**config.mk**
```make
export PLATFORM = sky130hd
export DESIGN_NAME = cordic_result_unpacker
export DESIGN_NICKNAME = d
export VERILOG_FILES = /design/src/rtl/cordic_pkg.sv /design/src/rtl/cordic_gap_timer.sv /design/src/rtl/cordic_result_unpacker.sv
export SDC_FILE = /design/constraint.sdc
export NUM_CORES = 1
export LEC_CHECK = 0
export ABC_CLOCK_PERIOD_IN_PS = 1730
export CORE_MARGIN = 5
export CORE_UTILIZATION = 49
export CTS_CLUSTER_DIAMETER = 50
export DETAILED_ROUTE_END_ITERATION = 8
export HOLD_SLACK_MARGIN = 0.06
export PLACE_DENSITY = 0.87
export REMOVE_ABC_BUFFERS = 1
export SLEW_MARGIN = 15
export SYNTH_ARGS = -nofsm -noshare
export SYNTH_HDL_FRONTEND = slang
export SYNTH_HIERARCHICAL = 1
export SYNTH_SLANG_ARGS = --single-unit
export TNS_END_PERCENT = 100
```
**constraint.sdc**
```tcl
create_clock -name clk -period 1.73 [get_ports clk]
set_input_delay 0.2595 -clock clk [delete_from_list [all_inputs] [get_ports clk]]
set_output_delay 0.2595 -clock clk [all_outputs]
set_load 0.02 [all_outputs]
```
**src/rtl/cordic_pkg.sv**
```systemverilog
// rtl/cordic_pkg.sv - shared constants and state encoding for the CORDIC result unpacker
package cordic_pkg;

  localparam int RES_BYTES       = 6;
  localparam int MAG_BYTES       = 2;
  localparam int PHASE_BYTES     = 4;
  localparam int GAP_TIMEOUT_DEF = 255;

  typedef enum logic {
    COLLECT = 1'b0,
    HOLD    = 1'b1
  } state_e;

endpackage

```
**src/rtl/cordic_gap_timer.sv**
```systemverilog
// rtl/cordic_gap_timer.sv - inter-byte idle counter, pulses expired on the edge it reaches GAP_TIMEOUT
module cordic_gap_timer
  import cordic_pkg::*;
#(
  parameter int GAP_TIMEOUT = GAP_TIMEOUT_DEF
) (
  input  logic clk,
  input  logic rst,
  input  logic enable,
  input  logic clear,
  output logic expired
);

  localparam logic [15:0] LAST = 16'(GAP_TIMEOUT - 1);

  logic [15:0] cnt_q, cnt_d;

  // A clear on the firing edge suppresses the pulse: an arriving byte beats the timeout.
  always_comb begin
    expired = enable && !clear && (cnt_q == LAST);
    cnt_d   = cnt_q;
    if (clear || expired || !enable) begin
      cnt_d = '0;
    end else begin
      cnt_d = cnt_q + 16'd1;
    end
  end

  always_ff @(posedge clk) begin
    if (rst) begin
      cnt_q <= '0;
    end else begin
      cnt_q <= cnt_d;
    end
  end

endmodule

```
**src/rtl/cordic_result_unpacker.sv**
```systemverilog
// rtl/cordic_result_unpacker.sv - assembles 6-byte little-endian CORDIC results into mag/phase frames
module cordic_result_unpacker
  import cordic_pkg::*;
#(
  parameter int WIDTH       = 16,
  parameter int PHASE_W     = 32,
  parameter int GAP_TIMEOUT = GAP_TIMEOUT_DEF
) (
  input  logic               clk,
  input  logic               rst,
  input  logic [7:0]         byte_data,
  input  logic               byte_valid,
  output logic               byte_ready,
  output logic [WIDTH-1:0]   mag,
  output logic [PHASE_W-1:0] phase,
  output logic               res_valid,
  input  logic               res_ready,
  output logic               frame_err,
  output logic [7:0]         frame_cnt
);

  localparam int          BUF_W     = 8 * (RES_BYTES - 1);
  localparam logic [2:0]  LAST_BYTE = 3'(RES_BYTES - 1);

  state_e               state_q, state_d;
  logic [2:0]           idx_q, idx_d;
  logic [BUF_W-1:0]     buf_q, buf_d;
  logic [WIDTH-1:0]     mag_q, mag_d;
  logic [PHASE_W-1:0]   phase_q, phase_d;
  logic                 frame_err_q, frame_err_d;
  logic [7:0]           frame_cnt_q, frame_cnt_d;
  logic                 byte_fire, res_fire, gap_expired;

  assign byte_ready = (state_q == COLLECT);
  assign res_valid  = (state_q == HOLD);
  assign byte_fire  = byte_valid && byte_ready;
  assign res_fire   = res_valid && res_ready;
  assign mag        = mag_q;
  assign phase      = phase_q;
  assign frame_err  = frame_err_q;
  assign frame_cnt  = frame_cnt_q;

  cordic_gap_timer #(
    .GAP_TIMEOUT(GAP_TIMEOUT)
  ) u_gap_timer (
    .clk    (clk),
    .rst    (rst),
    .enable (byte_ready && (idx_q != 3'd0)),
    .clear  (byte_fire),
    .expired(gap_expired)
  );

  // Bytes 0..4 shift into a staging buffer so mag/phase only change when a frame completes.
  always_comb begin
    state_d     = state_q;
    idx_d       = idx_q;
    buf_d       = buf_q;
    mag_d       = mag_q;
    phase_d     = phase_q;
    frame_cnt_d = frame_cnt_q;
    frame_err_d = gap_expired;
    case (state_q)
      COLLECT: begin
        if (byte_fire) begin
          if (idx_q == LAST_BYTE) begin
            mag_d   = buf_q[WIDTH-1:0];
            phase_d = {byte_data, buf_q[WIDTH +: PHASE_W-8]};
            idx_d   = 3'd0;
            state_d = HOLD;
          end else begin
            buf_d = {byte_data, buf_q[BUF_W-1:8]};
            idx_d = idx_q + 3'd1;
          end
        end else if (gap_expired) begin
          idx_d = 3'd0;
        end
      end
      HOLD: begin
        if (res_fire) begin
          state_d     = COLLECT;
          frame_cnt_d = frame_cnt_q + 8'd1;
        end
      end
      default: state_d = COLLECT;
    endcase
  end

  always_ff @(posedge clk) begin
    if (rst) begin
      state_q     <= COLLECT;
      idx_q       <= 3'd0;
      buf_q       <= '0;
      mag_q       <= '0;
      phase_q     <= '0;
      frame_err_q <= 1'b0;
      frame_cnt_q <= 8'd0;
    end else begin
      state_q     <= state_d;
      idx_q       <= idx_d;
      buf_q       <= buf_d;
      mag_q       <= mag_d;
      phase_q     <= phase_d;
      frame_err_q <= frame_err_d;
      frame_cnt_q <= frame_cnt_d;
    end
  end

endmodule

```
Yosys cells after proc, flatten, opt, wreduce, memory -nomap -nowiden
Cells that the tools add are included.

Bits in writable memories: 0. Bits of input ports: 12. Output and inout port bits: 59. Memories kept: 0. Latch bits: 0. Register bits after elaboration: 117. ROM bits: 0.

$lt $le $gt $ge: 0. Multipliers: 0. Reduce and logical (&&, ||, !) cells: 16. Multiplexer cells: 7. Equality and inequality tests: 2. Shift operators: 0. Div/mod/pow operators: 0. Add/subtract/negate cells: 3. Bitwise logic cells: 2.

Operator list (number): adder 16 x 1 -> 16 bit, second input constant (1); equality test 16 x 8 -> 1 bit, second input constant (1); 2-to-1 mux 3 bit (3); adder 8 x 1 -> 8 bit, second input constant (1); AND reduction 3 bit (2); logical AND 1 bit (5); AND reduction 2 bit (2); adder 3 x 1 -> 3 bit, second input constant (1); equality test 3 bit, second input constant (1); 2-to-1 mux 1 bit (3); nonzero test 3 bit (1); zero test 1 bit (2); logical OR 1 bit (2); NOT 1 bit (2); case mux 1 bit (2 select lines) (1); nonzero test 2 bit (1); OR reduction 2 bit (1).

Longest topological paths before layout
Gate-level depths: netlist (run 1).

Word-level depth: 8. Depth in mapped cells: 10.

Modules after synthesis
The synthesis (run 1) kept the hierarchy.

By module, submodules not included: cordic_result_unpacker (times used 1, area an instance 4070.2 um^2, cells an instance 470); cordic_gap_timer (times used 1, area an instance 768.2 um^2, cells an instance 82).

Worst setup path before layout (run 1)
No wires, ideal clock.

Kind: register to register. From: register state_q (netlist: res_valid). To: register u_gap_timer.cnt_q[10]. Path slack: -63 ps. Cell stages (with the launch flop): 11. Clock period less this slack: 1793 ps. Required time: 1666 ps. Arrival time: 1729 ps. Path buffers: 5. Cell sequence: dfxtp_1 buf_6 nand2b_4 buf_6 buf_8 clkinv_8 buf_6 nor3b_1 nand2_2 buf_6 nor2_1.

Word-level cells in the longest chain between the ends: 8. Elaborated cells on any way between the ends: 10. Classes of those cells: 1 x bitwise; 9 x reduce/logical.

RTL lines: start: declaration (line cordic_result_unpacker.sv:25) `state_e state_q, state_d;`; start signal: assignment (line cordic_result_unpacker.sv:98) `state_q <= state_d;`; NOT 1 bit (no source line) *; logical AND 1 bit * (line cordic_result_unpacker.sv:36) `assign byte_fire = byte_valid && byte_ready;`; via byte_fire (line cordic_result_unpacker.sv:32) `logic byte_fire, res_fire, gap_expired;`; zero test 1 bit (line cordic_gap_timer.sv:20) `expired = enable && !clear && (cnt_q == LAST);`; logical AND 1 bit (2 in a row) (line cordic_gap_timer.sv:20); logical OR 1 bit * (2 in a row) (line cordic_gap_timer.sv:22) `if (clear || expired || !enable) begin`; OR reduction 2 bit (no source line) *; end signal: assignment (line cordic_gap_timer.sv:33) `cnt_q <= cnt_d;`; end: declaration (line cordic_gap_timer.sv:16) `logic [15:0] cnt_q, cnt_d;`.

Mark *: on every way through the listed nets, which the timed path passes. The rest lies on a longest branch. A chain may end at the register's enable or synchronous reset.

Worst setup path after layout (run 1)
From: register phase_q[21] (netlist: phase[21]). To: output port phase[21].

RTL lines: start: declaration (line cordic_result_unpacker.sv:29) `logic [PHASE_W-1:0] phase_q, phase_d;`; start signal: assignment (line cordic_result_unpacker.sv:102) `phase_q <= phase_d;`; end: declaration (line cordic_result_unpacker.sv:15) `output logic [PHASE_W-1:0] phase,`.

No word-level cell between the ends.

==> results of run 1 <==
[routing by layer]
metal / share of wire, % / wire length (um)
met5: 0 / 0
met4: 0.96 / 106
met3: 4.1 / 456
met2: 51 / 5590
met1: 44 / 4890
[power groups by stage]
stage          Sequential (mW)  Combinational [mW]  Clock, mW
5_1_grt                   2.75               0.257       3.58
2_1_floorplan             2.80              0.0919          0
3_3_place_gp              2.80               0.225          0
4_1_cts                   2.74               0.235       3.44
6_report                  2.74               0.237       3.39
3_5_place_dp              2.80               0.233          0
[stage by stage]
stage          utilization [%]  hold WS, ps
2_1_floorplan                -          322
3_3_place_gp              58.1          442
3_5_place_dp              58.1          448
4_1_cts                   63.8         94.3
5_1_grt                   64.7          102
6_report                  64.7          117
[flip-flops by register name (all words and copies together), names as in the netlist]
name / count
phase: 32
frame_err: 1
mag: 16
res_valid: 1
u_gap_timer/cnt_q: 16
idx_q: 3
frame_cnt: 8
buf_q: 40
[cell usage after synthesis (2+ instances only)]
master	count
xnor2_1	14
clkbuf_1	22
nor3_1	6
nor3b_1	2
or3_1	4
nand3_2	11
nor4b_1	2
nand4_2	2
nor2b_1	3
nand3_1	85
a21oi_1	91
nand4_1	2
buf_2	11
inv_1	7
nor4bb_1	2
ha_1	3
nor4_2	3
buf_1	2
o21ai_0	94
buf_8	2
dfxtp_1	117
nor2_1	25
xor2_1	2
a21oi_2	5
buf_6	13
nand2_1	8
[path summary, 6_finish.rpt]
path,end,depth (start not counted),start,slack (ps)
setup / recovery,phase[21],1,phase[21]$_SDFFE_PP0P_,50
hold / removal,idx_q[0]$_SDFFE_PP0P_,2,rst,120
setup reg to reg,idx_q[0]$_SDFFE_PP0P_,8,u_gap_timer/cnt_q[0]$_SDFF_PP0_,120
hold reg to reg,mag[1]$_SDFFE_PP0P_,2,buf_q[1]$_SDFFE_PP0P_,450
[layout make-up]
class / count / area [sq um]
Fill cell: 793 / 3420
Sequential cell: 117 / 2340
Multi-Input combinational cell: 375 / 2130
Timing Repair Buffer: 89 / 1000
Clock buffer: 22 / 443
Tap cell: 133 / 166
Clock inverter: 10 / 130
Inverter: 8 / 42.5
[timing repair]
| action | CTS | global route |
|---|---|---|
| resized for setup | 24 | 32 |
| endpoints found under the setup margin | 23 | 34 |
| pin swaps | 0 | 1 |
| setup buffers | 0 | 0 |
[kinds of logic after synthesis]
kind of cell,Yosys count,synth area share [%]
AOI/OAI and AO/OA,193,20.5
and+or+nand+nor,162,19.4
DFF,117,48.4
buffers and inverters,60,7.78
xor gates and xnor gates,16,2.90
adders and majority gates,3,0.776
muxes,1,0.207
==> impl_metrics.py, run 1 <==
metrics = {
    "grt": {
        "use_met1_pct": 23.7,
        "grt_max_degree": 89,
        "grt_pass1_vias": 3984,
        "grt_pass1_wl_mm": 18.2,
        "gr-total-overflow": 0,
        "antenna_found_initial": 0,
        "grtUsageMet2_pct": 32.0,
        "grt_util_met3_pct": 4.87,
        "grt_use_total_pct": 18.9,
        "grt-busiest-layer": "met2",
    },
    "clocking": {
        "clk_pin_slew_worst_paths_ps": 60,
        "clock-sinks": 117,
        "hold_buffers": 0,
        "cts_tree": "built",
        "h-tree-depth": 4,
        "cts_root_buffer": "clkbuf_8",
        "clkLatencyLatePin_ps": 510,
        "numCtsBuffers": 17,
        "clock_path_buffers": 2,
    },
    "placement": {
        "gp_congestion": 0.798,
        "dp.cells": 722,
        "place_area_sq_um": 5630,
        "io_buffers": 70,
        "hpwl_mm": 6.70,
        "pre_cts_ws_ps": -1.67,
    },
    "yosys": {
        "syn_inst": 552,
        "ys_ff_latch": 117,
        "synth_top_area_share_pct": 48.4,
        "yosys.cell_types.count": 40,
        "synth_edf_count": 0,
        "seq_area_frac_synth_pct": 48.4,
        "yosysWarningCount": 6,
        "synth.area.top_cells": "dfxtp_1, o21ai_0, a21oi_1",
        "syn_area_per_cell_sq_um": 8.77,
        "synthesis.area_sq_um": 4840,
        "synthFlopType": "dfxtp_1",
        "synthArstFlopShare_pct": 0,
        "synth_top_area_cell": "dfxtp_1",
    },
    "sta": {
        "timing.final.ws_setup_ps": 45.6,
        "slew_viol_final": 0,
        "fin_crit_ps": 1680,
        "fin_worst_skew_ps": 8.60,
        "worst_pin_slew_ps": 359,
        "final_hold_viol_count": 0,
        "relSlewSlack_pct": 76.1,
        "tns_ps": 0,
        "setup_viol": 0,
        "period_share_pct": 97.4,
        "fmax_mhz": 594,
    },
    "flow_run": {
        "drv_cap": 0,
    },
    "cells_and_area": {
        "mostFrequentLayoutCells": "dfxtp_1, o21ai_0, a21oi_1",
        "nets": 623,
        "drive_gt1_share_pct": 12.6,
        "diodes": 0,
        "final_common_cell": "dfxtp_1",
        "stdcell_area_sq_um": 6260,
        "area_growth_pct": 29.4,
        "finalNonFillerCells": 754,
    },
    "worst_setup_path": {
        "path_class": "flop to output pin",
        "path_max_fanout": 2,
        "critPathRequiredTime_ps": 1470,
        "critPathCaptureType": "output pin",
        "startpoint_type": "flop",
        "critPathBufInv": 1,
        "cpMaxStageDelayCell": "clkdlybuf4s50_1",
        "crit_family": "buffers and inverters",
        "cp.arrival_ps": 1420,
        "path_cells": "clkdlybuf4s50_1",
        "max_stage_delay_ps": 600,
    },
    "hold_path": {
        "hold_path_class": "primary input to flop",
    },
    "power": {
        "p_int_mw": 5.03,
        "peakVddDrop_uv": 584,
        "p_total_mw": 6.37,
        "power_frac_seq_pct": 43.1,
        "pwr-share-clk_pct": 53.2,
        "p_per_area_nw_per_um2": 1020,
        "netSwitchingPower_mw": 1.34,
        "p_comb_share_pct": 3.7,
        "swShare_pct": 21.1,
        "leakagePower_nw": 2.66,
    },
    "status": {
        "run_status": "finished clean",
    },
    "routing": {
        "wl_per_cell_um": 14.6,
        "vias": 4152,
        "ant_nets": 0,
        "drt_iter0_drc": 379,
        "via_per_inst": 5.51,
        "drc": 0,
        "first_pass_iters": 4,
        "wl_mm": 11.0,
    },
    "floorplan": {
        "rows": 36,
        "core_sq_um": 9680,
        "boundaryPins": 71,
        "die_area_sq_um": 12000,
        "die_y_um": 109,
        "die_w_um": 109,
        "initial_core_util_pct": 50.0,
    },
}
Power figures use the tool's default switching activity.
==> run 2, diff against run 1 <==
--- a/config.mk
+++ b/config.mk
@@ -13,7 +13,7 @@
 export HOLD_SLACK_MARGIN = 0.06
 export PLACE_DENSITY = 0.87
 export REMOVE_ABC_BUFFERS = 1
-export SLEW_MARGIN = 15
+export SLEW_MARGIN = 25
 export SYNTH_ARGS = -nofsm -noshare
 export SYNTH_HDL_FRONTEND = slang
 export SYNTH_HIERARCHICAL = 1
==> results of run 2 <==
Same layout as run 1: the final DEF is identical, and so are final timing and power.
==> run 3, diff against run 2 <==
--- a/config.mk
+++ b/config.mk
@@ -5,11 +5,12 @@
 export SDC_FILE = /design/constraint.sdc
 export NUM_CORES = 1
 export LEC_CHECK = 0
-export ABC_CLOCK_PERIOD_IN_PS = 1730
+export ABC_CLOCK_PERIOD_IN_PS = 1700
 export CORE_MARGIN = 5
-export CORE_UTILIZATION = 49
+export CORE_UTILIZATION = 51
 export CTS_CLUSTER_DIAMETER = 50
 export DETAILED_ROUTE_END_ITERATION = 8
+export GPL_ROUTABILITY_DRIVEN = 0
 export HOLD_SLACK_MARGIN = 0.06
 export PLACE_DENSITY = 0.87
 export REMOVE_ABC_BUFFERS = 1
==> constraint.sdc (replaced) <==
create_clock -name clk -period 1.7 [get_ports clk]
set_input_delay 0.255 -clock clk [delete_from_list [all_inputs] [get_ports clk]]
set_output_delay 0.255 -clock clk [all_outputs]
set_load 0.02 [all_outputs]
==> impl_metrics.py, run 3 (synthesis gave the netlist of run 1 again) <==
metrics = {
    "cells_and_area": {
        "area_growth_pct": 27.8,
        "mostFrequentLayoutCells": "dfxtp_1, o21ai_0, a21oi_1",
        "final_common_cell": "dfxtp_1",
        "nets": 627,
        "diodes": 0,
        "top_register": "buf_q",
        "fillers": 750,
        "largest_reg_flops": 40,
        "drive_gt1_share_pct": 13.9,
    },
    "power": {
        "peakVddDrop_uv": 604,
        "power_frac_seq_pct": 42.9,
        "p_per_area_nw_per_um2": 1050,
        "p_int_mw": 5.04,
        "netSwitchingPower_mw": 1.46,
        "leakagePower_nw": 2.32,
        "swShare_pct": 22.5,
        "pwr-share-clk_pct": 53.5,
        "p_total_mw": 6.50,
        "p_comb_share_pct": 3.6,
    },
    "clocking": {
        "clock-sinks": 117,
        "clkLatencyLatePin_ps": 510,
        "cts_root_buffer": "clkbuf_8",
        "cts_tree": "built",
        "clock_path_buffers": 2,
        "h-tree-depth": 4,
        "numCtsBuffers": 17,
        "clk_pin_slew_worst_paths_ps": 60,
    },
    "worst_setup_path": {
        "reg2reg_depth": 8,
        "critPathBufInv": 2,
        "max_stage_delay_ps": 430,
        "path_cells": "inv_1 -> dlygate4sd2_1",
        "cp.depth": 2,
        "path_class": "flop to output pin",
        "critPathRequiredTime_ps": 1440,
        "cp.arrival_ps": 1340,
        "path_max_fanout": 11,
        "cpMaxStageDelayCell": "dfxtp_2",
        "startpoint_type": "flop",
        "crit_family": "flip-flops",
        "critPathCaptureType": "output pin",
    },
    "sta": {
        "worst_pin_slew_ps": 355,
        "setup_viol": 0,
        "fin_crit_ps": 1600,
        "period_share_pct": 94.0,
        "timing.final.ws_setup_ps": 102,
        "fin_worst_skew_ps": 9.28,
        "fmax_mhz": 626,
        "final_hold_viol_count": 0,
        "slew_viol_final": 0,
        "relSlewSlack_pct": 76.4,
    },
    "grt": {
        "use_met1_pct": 24.6,
        "antenna_found_initial": 0,
        "grt_pass1_vias": 3981,
        "grt_max_degree": 89,
        "grt_use_total_pct": 19.7,
        "gr-total-overflow": 0,
        "grtUsageMet2_pct": 33.7,
        "grt_pass1_wl_mm": 18.6,
        "grt_util_met3_pct": 5.28,
        "grt-busiest-layer": "met2",
    },
    "routing": {
        "wl_per_cell_um": 14.6,
        "first_pass_iters": 4,
        "drc": 0,
        "drt_iter0_drc": 270,
        "wl_mm": 11.0,
        "via_per_inst": 5.59,
        "ant_nets": 0,
        "vias": 4212,
    },
    "hold_path": {
        "min_path_cells": 2,
        "hold_path_class": "primary input to flop",
    },
    "placement": {
        "hpwl_mm": 6.66,
        "pre_cts_ws_ps": -37.8,
        "io_buffers": 70,
    },
    "floorplan": {
        "die_w_um": 107,
        "boundaryPins": 71,
        "die_y_um": 107,
        "die_area_sq_um": 11500,
        "rows": 35,
        "initial_core_util_pct": 52.4,
        "core_sq_um": 9240,
    },
    "flow_run": {
        "drv_cap": 0,
    },
    "status": {
        "run_status": "finished clean",
    },
}
[run 3: cell types whose count changed in the layout (fill, tap and decap cells not counted), moves of 4 or more]
| cell | before | now |
|---|---|---|
| inv_6 | 0 | 4 |
| buf_4 | 11 | 16 |
| dlygate4sd2_1 | 22 | 56 |
| dlymetal6s2s_1 | 31 | 3 |
| clkinv_2 | 5 | 1 |
| clkdlybuf4s50_1 | 16 | 10 |
[run 3: path summary, 6_finish.rpt]
path                                                 startpoint                     end  slack [ps]
worst min register to register            buf_q[5]$_SDFFE_PP0P_     mag[5]$_SDFFE_PP0P_         450
worst min-delay path                                        rst  phase[30]$_SDFFE_PP0P_         140
worst max-delay path                       res_valid$_SDFF_PP0_              byte_ready         100
worst max register to register  u_gap_timer/cnt_q[0]$_SDFF_PP0_    frame_err$_SDFF_PP0_         100
[run 3: what timing repair did]
action | in CTS | in global routing
hold buffers | 0 | 0
buffers inserted | 0 | 2
resized for setup | 57 | 7
pin swaps | 0 | 2
setup endpoints to repair | 56 | 6
[run 3: per-layer routing]
metal,vias to the layer above,routed length [um]
met3,11,602
met5,-,0
met1,2007,4790
li1,2077,-
met2,117,5510
met4,0,84
[run 3: per-stage QoR]
step	utilization, %	hold WS (ps)	area [sq um]	setup TNS (ps)	std cells
after detailed placement	60.9	448	5620	-141	720
final	66.9	138	6180	0	754
after CTS	66.5	121	6140	0	752
after global placement	60.9	444	5620	0	720
after floorplan	-	317	4500	-73280	500
after global routing	66.9	135	6180	-56.6	754
[run 3: final cells by class]
type / count / area, sq um / area share [%]
Sequential cell: 117 / 2340 / 37.9
Multi-Input combinational cell: 375 / 2140 / 34.6
Timing Repair Buffer: 93 / 908 / 14.7
Clock buffer: 20 / 445 / 7.20
Tap cell: 129 / 161 / 2.61
Clock inverter: 12 / 141 / 2.29
Inverter: 8 / 42.5 / 0.688
[run 3: power by group through the flow]
| stage | Combinational, mW | Clock (mW) | Sequential (mW) |
|---|---|---|---|
| 3_3_place_gp | 0.224 | 0 | 2.85 |
| 6_report | 0.233 | 3.48 | 2.79 |
| 3_5_place_dp | 0.229 | 0 | 2.85 |
| 2_1_floorplan | 0.0935 | 0 | 2.85 |
| 4_1_cts | 0.230 | 3.52 | 2.79 |
| 5_1_grt | 0.256 | 3.66 | 2.79 |
